`src/rtl/muldiv_if.sv`:
```
// Operand, MTHI/MTLO and result bundle between the control path and the multiply/divide unit.
interface muldiv_if #(parameter int WIDTH = 32);
    logic             start;
    logic [1:0]       op;
    logic [WIDTH-1:0] rsdata;
    logic [WIDTH-1:0] rtdata;
    logic             hi_we;
    logic             lo_we;
    logic [WIDTH-1:0] wdata;
    logic             busy;
    logic             done;
    logic             div_by_zero;
    logic [WIDTH-1:0] hi;
    logic [WIDTH-1:0] lo;

    modport master (
        output start, op, rsdata, rtdata, hi_we, lo_we, wdata,
        input  busy, done, div_by_zero, hi, lo
    );

    modport slave (
        input  start, op, rsdata, rtdata, hi_we, lo_we, wdata,
        output busy, done, div_by_zero, hi, lo
    );
endinterface

```
`src/rtl/muldiv_unit.sv`:
```
// Iterative shift-add multiplier / restoring divider owning the HI/LO registers.
// state  | meaning
// IDLE   | accept start or MTHI/MTLO writes
// RUN    | one multiply/divide iteration per cycle on operand magnitudes
// FINISH | apply signs, write HI/LO, pulse done
module muldiv_unit #(
    parameter int WIDTH = 32
) (
    input  logic     clk,
    input  logic     rst,
    muldiv_if.slave  bus
);
    localparam int CW = $clog2(WIDTH);
    localparam logic [1:0] S_IDLE   = 2'd0;
    localparam logic [1:0] S_RUN    = 2'd1;
    localparam logic [1:0] S_FINISH = 2'd2;

    logic [1:0]         state;
    logic [CW-1:0]      cnt;
    logic               is_div;
    logic               neg_q;
    logic               neg_r;
    logic               dz;
    logic [WIDTH-1:0]   opnd;
    logic [2*WIDTH-1:0] acc;
    logic [WIDTH-1:0]   hi_r;
    logic [WIDTH-1:0]   lo_r;
    logic               busy_r;
    logic               done_r;
    logic               dz_r;

    logic               a_neg;
    logic               b_neg;
    logic [WIDTH-1:0]   a_abs;
    logic [WIDTH-1:0]   b_abs;
    logic [WIDTH:0]     mul_sum;
    logic [2*WIDTH-1:0] mul_next;
    logic [WIDTH:0]     div_trial;
    logic [2*WIDTH-1:0] div_next;
    logic [2*WIDTH-1:0] prod_final;
    logic [WIDTH-1:0]   quo_final;
    logic [WIDTH-1:0]   rem_final;

    assign a_neg = ~bus.op[0] & bus.rsdata[WIDTH-1];
    assign b_neg = ~bus.op[0] & bus.rtdata[WIDTH-1];
    assign a_abs = a_neg ? -bus.rsdata : bus.rsdata;
    assign b_abs = b_neg ? -bus.rtdata : bus.rtdata;

    // Multiply: low half of acc holds the multiplier, consumed LSB first.
    assign mul_sum  = {1'b0, acc[2*WIDTH-1:WIDTH]} + (acc[0] ? {1'b0, opnd} : '0);
    assign mul_next = {mul_sum, acc[WIDTH-1:1]};

    // Divide: upper half is the partial remainder, low half shifts dividend out and quotient in.
    assign div_trial = acc[2*WIDTH-1:WIDTH-1] - {1'b0, opnd};
    assign div_next  = div_trial[WIDTH] ? {acc[2*WIDTH-2:0], 1'b0}
                                        : {div_trial[WIDTH-1:0], acc[WIDTH-2:0], 1'b1};

    assign prod_final = neg_q ? -acc : acc;
    assign quo_final  = neg_q ? -acc[WIDTH-1:0] : acc[WIDTH-1:0];
    assign rem_final  = neg_r ? -acc[2*WIDTH-1:WIDTH] : acc[2*WIDTH-1:WIDTH];

    always_ff @(posedge clk or posedge rst) begin
        if (rst) begin
            state  <= S_IDLE;
            cnt    <= '0;
            is_div <= 1'b0;
            neg_q  <= 1'b0;
            neg_r  <= 1'b0;
            dz     <= 1'b0;
            opnd   <= '0;
            acc    <= '0;
            hi_r   <= '0;
            lo_r   <= '0;
            busy_r <= 1'b0;
            done_r <= 1'b0;
            dz_r   <= 1'b0;
        end else begin
            done_r <= 1'b0;
            dz_r   <= 1'b0;
            case (state)
                S_IDLE: begin
                    if (bus.start) begin
                        is_div <= bus.op[1];
                        neg_q  <= a_neg ^ b_neg;
                        neg_r  <= a_neg;
                        dz     <= bus.op[1] && (bus.rtdata == '0);
                        opnd   <= bus.op[1] ? b_abs : a_abs;
                        acc    <= {{WIDTH{1'b0}}, (bus.op[1] ? a_abs : b_abs)};
                        cnt    <= CW'(WIDTH - 1);
                        busy_r <= 1'b1;
                        state  <= S_RUN;
                    end else begin
                        if (bus.hi_we) hi_r <= bus.wdata;
                        if (bus.lo_we) lo_r <= bus.wdata;
                    end
                end
                S_RUN: begin
                    acc <= is_div ? div_next : mul_next;
                    cnt <= cnt - 1'b1;
                    if (cnt == '0) state <= S_FINISH;
                end
                S_FINISH: begin
                    if (!dz) begin
                        if (is_div) begin
                            hi_r <= rem_final;
                            lo_r <= quo_final;
                        end else begin
                            hi_r <= prod_final[2*WIDTH-1:WIDTH];
                            lo_r <= prod_final[WIDTH-1:0];
                        end
                    end
                    done_r <= 1'b1;
                    dz_r   <= dz;
                    busy_r <= 1'b0;
                    state  <= S_IDLE;
                end
                default: state <= S_IDLE;
            endcase
        end
    end

    assign bus.busy        = busy_r;
    assign bus.done        = done_r;
    assign bus.div_by_zero = dz_r;
    assign bus.hi          = hi_r;
    assign bus.lo          = lo_r;
endmodule

```
`src/flat_wrapper.sv`:
```
// flat-port wrapper written by rule: the top's interface ports become plain ports
module muldiv_unit_flat 
#(
    parameter int WIDTH = 32
)
  (clk, rst, bus_start, bus_op, bus_rsdata, bus_rtdata, bus_hi_we, bus_lo_we, bus_wdata, bus_busy, bus_done, bus_div_by_zero, bus_hi, bus_lo);
  muldiv_if #(.WIDTH(WIDTH)) bus_i ();
  input  logic clk;
  input  logic rst;
  input wire logic [$bits(bus_i.start)-1:0] bus_start;
  input wire logic [$bits(bus_i.op)-1:0] bus_op;
  input wire logic [$bits(bus_i.rsdata)-1:0] bus_rsdata;
  input wire logic [$bits(bus_i.rtdata)-1:0] bus_rtdata;
  input wire logic [$bits(bus_i.hi_we)-1:0] bus_hi_we;
  input wire logic [$bits(bus_i.lo_we)-1:0] bus_lo_we;
  input wire logic [$bits(bus_i.wdata)-1:0] bus_wdata;
  output wire logic [$bits(bus_i.busy)-1:0] bus_busy;
  output wire logic [$bits(bus_i.done)-1:0] bus_done;
  output wire logic [$bits(bus_i.div_by_zero)-1:0] bus_div_by_zero;
  output wire logic [$bits(bus_i.hi)-1:0] bus_hi;
  output wire logic [$bits(bus_i.lo)-1:0] bus_lo;
  assign bus_i.start = bus_start;
  assign bus_i.op = bus_op;
  assign bus_i.rsdata = bus_rsdata;
  assign bus_i.rtdata = bus_rtdata;
  assign bus_i.hi_we = bus_hi_we;
  assign bus_i.lo_we = bus_lo_we;
  assign bus_i.wdata = bus_wdata;
  assign bus_busy = bus_i.busy;
  assign bus_done = bus_i.done;
  assign bus_div_by_zero = bus_i.div_by_zero;
  assign bus_hi = bus_i.hi;
  assign bus_lo = bus_i.lo;
  muldiv_unit #(.WIDTH(WIDTH)) u_core (.clk(clk), .rst(rst), .bus(bus_i));
endmodule
```
`config.mk`:
```
export PLATFORM = sky130hd
export DESIGN_NAME = muldiv_unit_flat
export DESIGN_NICKNAME = d
export VERILOG_FILES = /design/src/rtl/muldiv_if.sv /design/src/rtl/muldiv_unit.sv /design/src/flat_wrapper.sv
export SDC_FILE = /design/constraint.sdc
export NUM_CORES = 1
export LEC_CHECK = 0
export BUFFER_PORTS_ARGS = -buffer_cell sky130_fd_sc_hd__buf_4
export CAP_MARGIN = 20
export CELL_PAD_IN_SITES_DETAIL_PLACEMENT = 1
export CELL_PAD_IN_SITES_GLOBAL_PLACEMENT = 1
export CORE_MARGIN = 8
export CORE_UTILIZATION = 38
export DETAILED_ROUTE_END_ITERATION = 8
export PLACE_DENSITY = 0.71
export SLEW_MARGIN = 30
export SYNTH_ARGS = -nofsm -noshare
export SYNTH_HDL_FRONTEND = slang
export SYNTH_SLANG_ARGS = --single-unit
```
`constraint.sdc`:
```
create_clock -name clk -period 15.4 [get_ports clk]
set_clock_uncertainty 0.2 [all_clocks]
set_input_delay 3.85 -clock clk [delete_from_list [all_inputs] [get_ports clk]]
set_output_delay 3.85 -clock clk [all_outputs]
set_load 0.05 [all_outputs]
```
==> results.toml, run 1 <==
[run_status]
outcome = "finished clean"

[setup_path]
setup.worst_path.end_class = "register"
worstSetupStartpoint = "bus_rtdata[12]"
critical_path.startpoint_type = "input port"
required_ps = 15550
worst-r2r-setup-slack_ps = 9720
r2r-start = "u_core.acc[31]"
worstPathCellList = "buf_4 > or4_1 > nor4_2 > nand3b_1 > nand2b_1 > or4_1 > o21ai_1 > xor2_1 > mux2i_1 > a221o_1"
cp.arrival_ps = 6730
crit_slowest_cell = "sky130_fd_sc_hd__or4_1"
r2r_end = "u_core.acc[44]"
path_max_fanout = 4
critical-path-max-stage-delay_ps = 590
ff2ff_path_depth = 13
worstSetupPathType = "in2reg"
path_common_cell = "sky130_fd_sc_hd__or4_1"
timing.critical_path.to = "u_core.acc[29]"

[sta]
final.min_clock_period_ps = 6580
worst_slew_margin_rel_pct = 35.8
max_freq_mhz = 152
timing.final.crit_share_pct = 42.7
final_hold_viol_count = 0
rsz0062_at_grt = "false"
tightestPinTransition_ps = 963
timing.final.setup_violations = 0
setup_ws_ps = 8820
setup-tns-final_ps = 0
slew_viol_final = 0

[global_route]
grt.overflow.total = 0
antenna_found_initial = 1
largest_net_degree_at_the_start_of_global_routing = 74
groute.usage.overall_pct = 24.6
global_route_wire_length_before_repair_um = 90000
grt_pass1_vias = 14900

[synthesis]
ys_top_cells_by_area = "sky130_fd_sc_hd__dfrtp_1, sky130_fd_sc_hd__xnor2_1, sky130_fd_sc_hd__ha_1, sky130_fd_sc_hd__o21ai_0, sky130_fd_sc_hd__a21oi_1"
synth_cell_type_count = 79
synthFlopType = "sky130_fd_sc_hd__dfrtp_1"
yosys.area.top_type = "sky130_fd_sc_hd__dfrtp_1"
syn_area_per_cell_um2 = 8.03
ys_seq_area_share_pct = 29.2
syn-instance-count = 1854
postSynthNetCount = 2029
post-synth-top-area-fraction_pct = 29.2
syn-cell-area_mm2 = 0.0149
ys_ff_latch = 174
synth-edff-count = 0
synth_async_sr_flop_share_pct = 100
total_number_of_yosys_warnings = 0

[placed_design]
routability_congestion_estimate_from_global_placement = 0.875
port_buffers = 169
pre_cts_slack_ps = 8360
dpl.hpwl_um = 45400

[cells_and_area]
syn_to_final_growth_pct = 14.9
final_core_util_pct = 44.3
final-seq-area_mm2 = 0.00436
drive_gt1_share_pct = 13.8
finalNetCount = 2118
n_antenna_cell = 0
layout.cells.most_common_list = "sky130_fd_sc_hd__nand2_1, sky130_fd_sc_hd__buf_4, sky130_fd_sc_hd__dfrtp_1, sky130_fd_sc_hd__nor2_1, sky130_fd_sc_hd__o21ai_0"
mostFrequentLayoutCell = "sky130_fd_sc_hd__nand2_1"
multi_input_area_mm2 = 0.00985
final.fill_count = 4661

[die]
die_h_um = 214
chip_width_um = 214
std_cell_rows = 72
num_io_pins = 170
initial_core_util_pct = 38.5
floorplan.core_area_mm2 = 0.0386
fp.dieArea_mm2 = 0.0458

[clocking]
htree_levels = 4
cts_buffers = 17
postCtsSetupBuffers = 0
cts.path.max_buffers = 2
tritoncts = "yes"
cts_hold_buf = 0
clock_sinks = 174
cts_resized = 0
clockRootBuffer = "sky130_fd_sc_hd__clkbuf_16"
clkSlewWorstSetupHoldPaths_ps = 80
worst_skew_pair.late_latency_ps = 460

[routing]
routed_wl_um = 57900
postRouteAntennaNets = 0
dr.first_iter.drc_count = 968
vias = 14600
drt-pass1-iter-count = 4
remaining_drc_errors = 0
vias_per_cell = 5.89
average_detailed_routed_wire_length_per_instance_um = 23.4

[job]
max_cap_violations = 0

[power_and_ir_drop]
power.static_leakage_nw = 7.39
power-per-cell-area_mw_per_mm2 = 248
power.ir.vdd_worst_uv = 100

[worst_hold_path]
min-delay-path-class = "reg2reg"
[registers in the layout, summed over array words and instances (netlist names)]
name                    count
u_core.neg_r                1
u_core.is_div               1
u_core.bus.hi              32
u_core.bus.done             1
u_core.state                2
u_core.acc                 64
u_core.cnt                  5
u_core.neg_q                1
u_core.bus.busy             1
u_core.bus.div_by_zero      1
u_core.opnd                32
u_core.bus.lo              32
u_core.dz                   1
[cell usage after synthesis, drive strengths merged, types with 17 or more instances]
cell type    n
o41ai       18
a31oi       17
nand2      187
nand2b      20
or4         17
nand3       32
buf         17
xnor2      102
nor2       166
and2        29
clkbuf     100
o21ai      168
o211ai      29
a22oi       20
ha          70
nor3        37
inv         65
dfrtp      174
a21o        31
o221ai      35
mux2i       63
a21oi      156
xor2        62
o31ai       33
[cell type report]
type / instances / area share (%)
Inverter: 65 / 1.46
Multi-Input combinational cell: 1498 / 57.5
Clock inverter: 15 / 0.936
Clock buffer: 17 / 2.49
Timing Repair Buffer: 187 / 8.34
Sequential cell: 174 / 25.4
Tap cell: 518 / 3.79
[metrics by stage]
| stage | hold slack (ps) | area (µm²) | std cells | total power [W] |
|---|---|---|---|---|
| CTS | 284 | 17100 | 2473 | 0.00424 |
| global route | 284 | 17100 | 2474 | 0.00456 |
| detailed placement | 266 | 16500 | 2441 | 0.00378 |
| global placement | 261 | 16500 | 2441 | 0.00369 |
| floorplan | 249 | 14900 | 1854 | 0.00297 |
| finish | 282 | 17100 | 2474 | 0.00425 |
[report_power, final]
part	internal [W]	leakage (nW)	switching, W
registers	0.000673	2.16	0.000312
clock network	0.000219	0.286	0.000232
logic	0.00109	4.94	0.00173
[how the worst min path moves through the flow]
| stage | from | to | slack [ps] | cells after the start |
|---|---|---|---|---|
| 4_1_cts | u_core.opnd[21] | u_core.opnd[21] | 280 | 1 |
| 5_1_grt | u_core.opnd[21] | u_core.opnd[21] | 280 | 1 |
| 2_1_floorplan | u_core.opnd[20] | u_core.opnd[20] | 250 | 1 |
| 3_5_place_dp | u_core.opnd[21] | u_core.opnd[21] | 270 | 1 |
| 6_report | u_core.bus.lo[25] | u_core.bus.lo[25] | 280 | 2 |
| 3_3_place_gp | u_core.opnd[20] | u_core.opnd[20] | 260 | 1 |
[logic make-up (layout without fill, tap and decap cells)]
family / Yosys count / after routing / synth area share [%]
adder cells (fa/ha/maj): 72 / 72 / 6.15
AND/OR/NAND/NOR: 586 / 586 / 19.1
XOR/XNOR: 164 / 164 / 9.64
buffers and inverters: 182 / 284 / 4.78
flip-flops: 174 / 174 / 29.2
multiplexers: 70 / 70 / 4.76
AO/OA/AOI/OAI: 606 / 606 / 26.3
[critical path, delay by kind of cell]
kind | cells | cell delay (ps)
and+or+nand+nor | 5 | 1950
AOI/OAI and AO/OA | 2 | 480
xor gates and xnor gates | 1 | 210
buffers and inverters | 1 | 120
muxes | 1 | 110
[per-layer routing]
layer	vias to the layer above	track usage, %	part of all wire, %
li1	6914	-	-
met1	7242	33.5	46
met2	361	39.9	46
met3	64	2.99	4.4
met4	2	7.92	2.7
met5	-	0	0.022
(Power assumes the default switching activity.)
==> run 2, diff against run 1 <==
- clock period: 15.4 -> 6.4 ns (I/O delays scaled with it)
==> results.toml, run 2 (same netlist as run 1, synthesis figures left out) <==
[cells_and_area]
layout.cells.most_common_list = "sky130_fd_sc_hd__nand2_1, sky130_fd_sc_hd__buf_4, sky130_fd_sc_hd__dfrtp_1, sky130_fd_sc_hd__nor2_1, sky130_fd_sc_hd__o21ai_0"
regMostFlops = "u_core.acc"
mostFrequentLayoutCell = "sky130_fd_sc_hd__nand2_1"
finalNetCount = 2116
final_core_util_pct = 44.3
syn_to_final_growth_pct = 14.9
n_antenna_cell = 0
drive_gt1_share_pct = 13.7
largest_register_ff_count = 64
finalInstanceArea_mm2 = 0.0171

[power_and_ir_drop]
power.total_w = 0.0103
clock_power_share_pct = 10.5
pwr-share-comb_pct = 66.5
seq_power_share_pct = 23.0
power-per-cell-area_mw_per_mm2 = 600
net-switching-power_w = 0.00549
power.static_leakage_nw = 7.38
power.share.switching_pct = 53.5
power.ir.vdd_worst_uv = 215
power.internal_w = 0.00477

[global_route]
groute.usage.overall_pct = 24.3
grt.overflow.total = 0
grt_pass1_vias = 14700
antenna_found_initial = 1
largest_net_degree_at_the_start_of_global_routing = 175
global_route_wire_length_before_repair_um = 88700

[routing]
vias_per_cell = 5.88
remaining_drc_errors = 0
vias = 14500
routed_wl_um = 57800
postRouteAntennaNets = 0
average_detailed_routed_wire_length_per_instance_um = 23.4
dr.first_iter.drc_count = 952
drt-pass1-iter-count = 5

[setup_path]
worstSetupPathType = "reg2reg"
worstPathCellList = "inv_1 > ha_1 > fa_1 > nand2b_1 > a21oi_1 > o211ai_1 > a211oi_1 > o211ai_1 > a221oi_2 > and2_1 > buf_4 > nand2_1 > o221ai_1"
path_common_cell = "sky130_fd_sc_hd__o211ai_1"
cp.buffers_inverters = 2
critical-path-max-stage-delay_ps = 550
cp.arrival_ps = 5010
crit_slowest_cell = "sky130_fd_sc_hd__a221oi_2"
critical_path.top_delay_family = "compound AO/OA/AOI/OAI gates"
required_ps = 6540
path_max_fanout = 26
setup.worst_path.end_class = "register"
critical_path.startpoint_type = "register"

[sta]
timing.final.setup_violations = 0
rsz0062_at_grt = "false"
timing.final.crit_share_pct = 76.1
fin_worst_hold_slack_ps = 284
max_freq_mhz = 205
final.min_clock_period_ps = 4870
worst_slew_margin_rel_pct = 34.2
setup-tns-final_ps = 0
final_hold_viol_count = 0
slew_viol_final = 0
tightestPinTransition_ps = 985

[die]
std_cell_rows = 72
chip_width_um = 214
fp.dieArea_mm2 = 0.0458
floorplan.core_area_mm2 = 0.0386
num_io_pins = 170
die_h_um = 214
initial_core_util_pct = 38.5

[clocking]
cts_hold_buf = 0
cts_resized = 0
postCtsSetupBuffers = 0
clock_sinks = 174
clkSlewWorstSetupHoldPaths_ps = 80
clockRootBuffer = "sky130_fd_sc_hd__clkbuf_16"
cts_buffers = 17
cts.path.max_buffers = 2
tritoncts = "yes"
htree_levels = 4
worst_skew_pair.late_latency_ps = 450

[placed_design]
dpl.hpwl_um = 45400
routability_congestion_estimate_from_global_placement = 0.863
port_buffers = 169
placed_area_mm2 = 0.0165

[run_status]
outcome = "finished clean"

[job]
max_cap_violations = 0

[worst_hold_path]
min-delay-path-class = "reg2reg"
==> run 2: cell count changes in the layout (fill, tap and decap cells not counted), sizes merged <==
cell,before,now
buf,187,185
clkinv,4,7
inv,75,72
==> run 2: per-stage QoR <==
stage	cells	setup WS, ps
after floorplan	1854	2060
after global placement	2439	1700
after detailed placement	2439	1660
after CTS	2471	1600
after global routing	2472	1240
final	2472	1530
==> run 2: final cells by class <==
type                       count  area (µm²)
inverter                      65         248
clock buffer                  17         425
tap                          518         648
clock inverter                15         170
multi-input combinational   1498        9850
fill                        4718       21500
sequential                   174        4360
timing repair buffer         185        1420
==> run 2: worst register-to-register path, cell delays in order, from the launching register on <==
cell	delay [ps]
sky130_fd_sc_hd__dfrtp_1	530
sky130_fd_sc_hd__inv_1	90
sky130_fd_sc_hd__ha_1	230
sky130_fd_sc_hd__fa_1	380
sky130_fd_sc_hd__nand2b_1	210
sky130_fd_sc_hd__a21oi_1	280
sky130_fd_sc_hd__o211ai_1	150
sky130_fd_sc_hd__a211oi_1	350
sky130_fd_sc_hd__o211ai_1	270
sky130_fd_sc_hd__a221oi_2	550
sky130_fd_sc_hd__and2_1	460
sky130_fd_sc_hd__buf_4	480
sky130_fd_sc_hd__nand2_1	330
sky130_fd_sc_hd__o221ai_1	260
==> run 2: final timing paths <==
check                                        from           endpoint  slack (ps)  cells past startpoint
worst max-delay path               u_core.acc[31]     u_core.acc[63]        1530                     13
worst min-delay path            u_core.bus.lo[16]  u_core.bus.lo[16]         280                      2
max in group asynchronous                     rst      u_core.is_div        4010                      4
worst max register to register     u_core.acc[31]     u_core.acc[63]        1530                     13
min in group asynchronous                     rst  u_core.bus.lo[18]        1030                      3
worst min register to register  u_core.bus.lo[16]  u_core.bus.lo[16]         280                      2
==> run 2: per-layer routing <==
metal / vias to the layer above / wire (µm) / GRT usage, %
met2: 353 / 26600 / 39.2
met4: 2 / 1910 / 8.58
met3: 66 / 2140 / 2.58
met1: 7217 / 27100 / 33.2
li1: 6909 / - / -
met5: - / 13 / 0
==> run 2: power by group through the flow <==
stage / logic [W] / registers, W / clock network, W
after floorplan: 0.00449 / 0.00265 / 0
after global placement: 0.00659 / 0.00233 / 0
after detailed placement: 0.00676 / 0.00236 / 0
after CTS: 0.00681 / 0.00233 / 0.00110
after global routing: 0.00745 / 0.00242 / 0.00113
final: 0.00682 / 0.00236 / 0.00108
